$ cat config.mk
export PLATFORM = sky130hd
export DESIGN_NAME = dec_scan
export DESIGN_NICKNAME = d
export VERILOG_FILES = /design/src/rtl/dec_scan.sv
export SDC_FILE = /design/constraint.sdc
export NUM_CORES = 1
export LEC_CHECK = 0
export ABC_AREA = 1
export BUFFER_PORTS_ARGS = -buffer_cell sky130_fd_sc_hd__buf_2
export CORE_MARGIN = 4
export CORE_UTILIZATION = 59
export CTS_CLUSTER_SIZE = 20
export DETAILED_ROUTE_END_ITERATION = 8
export GPL_ROUTABILITY_DRIVEN = 0
export PLACE_DENSITY = 0.95
export REMOVE_ABC_BUFFERS = 1
export SLEW_MARGIN = 5
export SYNTH_ARGS = -nofsm -noshare
export SYNTH_HDL_FRONTEND = slang
export SYNTH_SLANG_ARGS = --single-unit
export TNS_END_PERCENT = 50
$ cat constraint.sdc
create_clock -name clk -period 5.22 [get_ports clk]
set_clock_uncertainty 0.15 [all_clocks]
set_input_delay 0.783 -clock clk [delete_from_list [all_inputs] [get_ports clk]]
set_output_delay 0.783 -clock clk [all_outputs]
set_load 0.1 [all_outputs]
$ cat src/rtl/dec_scan.sv
// Registered one-hot decoder with a prescaled auto-scan sequencer.
// Optional anti-ghosting blanking is enabled by defining DEC_SCAN_BLANK_EN.
module dec_scan #(
    parameter int unsigned SEL_W = 3,
    parameter int unsigned DIV_W = 16
) (
    input  logic                   clk,
    input  logic                   rst,
    input  logic                   en,
    input  logic                   mode,
    input  logic [SEL_W-1:0]       sel,
    input  logic [DIV_W-1:0]       div,
    output logic [(1<<SEL_W)-1:0]  out,
    output logic [SEL_W-1:0]       idx,
    output logic                   tick,
    output logic                   wrap
);

    localparam int unsigned NOUT = 1 << SEL_W;

    logic [SEL_W-1:0] idx_q, idx_d;
    logic [DIV_W-1:0] cnt_q, cnt_d;
    logic [NOUT-1:0]  out_q, out_d;
    logic             tick_q, tick_d;
    logic             wrap_q, wrap_d;

    always_ff @(posedge clk) begin
        if (rst) begin
            idx_q  <= '0;
            cnt_q  <= '0;
            out_q  <= '0;
            tick_q <= 1'b0;
            wrap_q <= 1'b0;
        end else begin
            idx_q  <= idx_d;
            cnt_q  <= cnt_d;
            out_q  <= out_d;
            tick_q <= tick_d;
            wrap_q <= wrap_d;
        end
    end

    // Index and prescaler update; disabled cycles hold idx/cnt.
    always_comb begin
        idx_d  = idx_q;
        cnt_d  = cnt_q;
        tick_d = 1'b0;
        wrap_d = 1'b0;
        if (en) begin
            if (!mode) begin
                idx_d = sel;
                cnt_d = '0;
            end else if (cnt_q >= div) begin
                // >= rather than == so a shrinking div can never overrun the counter
                cnt_d  = '0;
                idx_d  = idx_q + SEL_W'(1);
                tick_d = 1'b1;
                wrap_d = (idx_q == {SEL_W{1'b1}});
            end else begin
                cnt_d = cnt_q + DIV_W'(1);
            end
        end
    end

    always_comb begin
        out_d = '0;
        if (en) begin
            out_d[idx_d] = 1'b1;
`ifdef DEC_SCAN_BLANK_EN
            if (idx_d != idx_q) begin
                out_d = '0;
            end
`endif
        end
    end

    assign out  = out_q;
    assign idx  = idx_q;
    assign tick = tick_q;
    assign wrap = wrap_q;

endmodule

==> out/metrics.csv <==
metric,value,unit
max_stage_delay,450,ps
setup_viol,0,
p_comb_frac,0.162,
multiInputGateArea,1020,sq um
viasPerCell,5.32,
postRouteAntennaNets,0,
coreArea,2830,sq um
yosysWarningCount,0,
path_cells,buf_2 > inv_1 > ha_1 > nand2_1 > nor2_1 > nor2_1 > nand2_1 > nand2_1 > nand2_1 > nand2_1 > nand2_2 > nor3_4 > o211ai_1 > a21oi_1,
switching_power,0.130,mW
clkSinkCount,29,
grt_first_pass_wirelength,6.56,mm
ir_worst_vdd,145,uV
start_kind,input port,
antenna_found_initial,0,
finalWirelength,3.85,mm
internal-power,0.308,mW
rows,19,
maxSlewViolCount,0,
critPathMaxFanout,15,
hold_viol,0,
cts_made_buffers,5,
die_area,3970,sq um
grt_max_degree,23,
grt-ovfl-total,0,
hold_buffers,0,
clkTransAtPathRegs,90,ps
switching_share,0.296,
yosysSeqAreaShare,0.325,
cp_data_required_time,5330,ps
dr.pass1.iters,4,
grt_pass1_vias,1611,
seq_area,581,sq um
synth_cells,256,
drive_gt1_frac,0.174,
clock_latency,330,ps
setup_tns,0,ps
netlist_area,1790,sq um
die_w,63.0,um
worstMarginPinSlew,726,ps
drv_cap,0,
post_cts_buffers,0,
dp_cells,317,
fp.dieH,63.0,um
min_period_over_period,0.483,
hold_class,reg -> reg,
cts_resized,0,
critPathArrivalTime,2630,ps
wl_per_cell,11.9,um
track_usage,0.206,
ioPinCount,36,
critPathKind,in -> reg,
avgSynthCellArea,6.98,sq um
p_per_area,217,nW/um^2
pwr-share-seq,0.520,
dp_hpwl,3.00,mm
ys_types,29,
diodes,0,
vias,1725,
status,finished clean,
cellLeakagePower,1.04,nW
fin_crit,2520,ps
cts_tree,done,
final.fill_count,228,
fin_nets,335,
first_iter_violations,59,
ys_ff_latch,29,
start_util,0.632,
drc,0,
syn2layout_area_growth,13.1,%
layoutNonFillerInstCount,324,
cts-htree-levels,2,
ctsLongestPathBuffers,2,
rsz0062_at_grt,no,
cts-root-buf,clkbuf_4,
clock.fmax,397,MHz
crit_slowest_cell,nor3_4,
maxSlewHeadroom,0.515,
portBuffers,35,
endpoint_kind,flip-flop,
clkPwrFrac,0.318,
path_common_cell,nand2_1,
power groups by stage:
| stage | clock (mW) | sequential [mW] | combinational (mW) |
|---|---|---|---|
| 3_5_place_dp | 0 | 0.233 | 0.0709 |
| 5_1_grt | 0.148 | 0.228 | 0.0791 |
| 6_report | 0.139 | 0.228 | 0.0708 |
| 4_1_cts | 0.141 | 0.228 | 0.0712 |
| 2_1_floorplan | 0 | 0.254 | 0.0287 |
| 3_3_place_gp | 0 | 0.233 | 0.0686 |
critical path: cells and delay by family:
kind / cells / cell delay, ps
AOI/OAI and AO/OA: 2 / 340
adders and majority gates: 1 / 300
buffers and inverters: 2 / 100
and+or+nand+nor: 9 / 1090
logic make-up (layout without fill, tap and decap cells):
group,after synthesis,count (layout),share of synthesized area
simple gates,120,120,0.300
buf+inv,46,83,0.106
compound gates,40,40,0.126
flops,29,29,0.325
fa+ha+maj,19,19,0.133
xor+xnor,2,2,0.00981
layout make-up:
cell class | instances | share of cell area
Clock buffer | 7 | 0.0272
Inverter | 41 | 0.0762
Multi-Input combinational cell | 181 | 0.503
Sequential cell | 29 | 0.287
Tap cell | 31 | 0.0192
Timing Repair Buffer | 35 | 0.0867
sequential cells by signal, indices dropped and copies added (netlist names):
signal and cells:
out 8, wrap 1, idx 3, tick 1, cnt_q 16
synthesized netlist by cell type:
cell	count	area share
nor2_2	2	0.0070
and2_1	1	0.0035
nand3_1	17	0.048
a21oi_1	28	0.078
nand4_1	1	0.0035
o21ai_1	1	0.0028
nand2_1	63	0.13
buf_6	1	0.0063
o21a_1	2	0.0084
buf_4	1	0.0042
dlygate4sd1_1	1	0.0049
o21bai_1	2	0.0084
clkbuf_1	2	0.0042
nand4_2	2	0.014
a21oi_2	1	0.0049
ha_1	19	0.13
inv_1	41	0.086
nand3b_1	3	0.013
xor2_1	2	0.0098
dfxtp_1	29	0.32
o21ai_0	2	0.0056
or2_2	2	0.0070
a31o_2	1	0.0049
nor4_1	2	0.0070
o211ai_1	3	0.013
nor3_1	1	0.0028
nor3_4	1	0.0091
nand2_2	1	0.0035
nor2_1	24	0.050
through the flow:
stage / hold WS, ps / worst slack, ps / cell area, sq um / power [mW] / util
6_report: 365 / 2700 / 2020 / 0.438 / 0.714
5_1_grt: 393 / 2510 / 2020 / 0.456 / 0.714
4_1_cts: 367 / 2710 / 2020 / 0.439 / 0.714
3_5_place_dp: 349 / 2360 / 1970 / 0.304 / 0.695
3_3_place_gp: 335 / 2500 / 1970 / 0.301 / 0.695
2_1_floorplan: 314 / 2800 / 1750 / 0.282 / -
per-layer routing:
layer	up-vias	track usage	wire, um
li1	896	-	-
met1	766	0.221	1660
met2	53	0.374	1880
met3	10	0.0540	241
met4	0	0.0909	70
met5	-	0	0
worst paths after layout:
path	startpoint	cells after the start	to	slack (ps)
max	div[3]	14	cnt_q[12]$_SDFFE_PP0P_	2700
min	cnt_q[15]$_SDFFE_PP0P_	2	cnt_q[15]$_SDFFE_PP0P_	370
max reg2reg	cnt_q[9]$_SDFFE_PP0P_	8	cnt_q[12]$_SDFFE_PP0P_	2830
min reg2reg	cnt_q[15]$_SDFFE_PP0P_	2	cnt_q[15]$_SDFFE_PP0P_	370
layout by cell type, fill, tap and decap left out, types with 2 or more instances in the layout:
cell type / instances
ha_1: 19
inv_1: 41
o211ai_1: 3
o21ai_0: 2
nor4_1: 2
nor2_2: 2
xor2_1: 2
o21bai_1: 2
nand2_1: 63
nand4_2: 2
buf_2: 35
nand3b_1: 3
or2_2: 2
clkbuf_4: 5
a21oi_1: 28
o21a_1: 2
nand3_1: 17
dfxtp_1: 29
nor2_1: 24
Power figures use the tool's default switching activity.
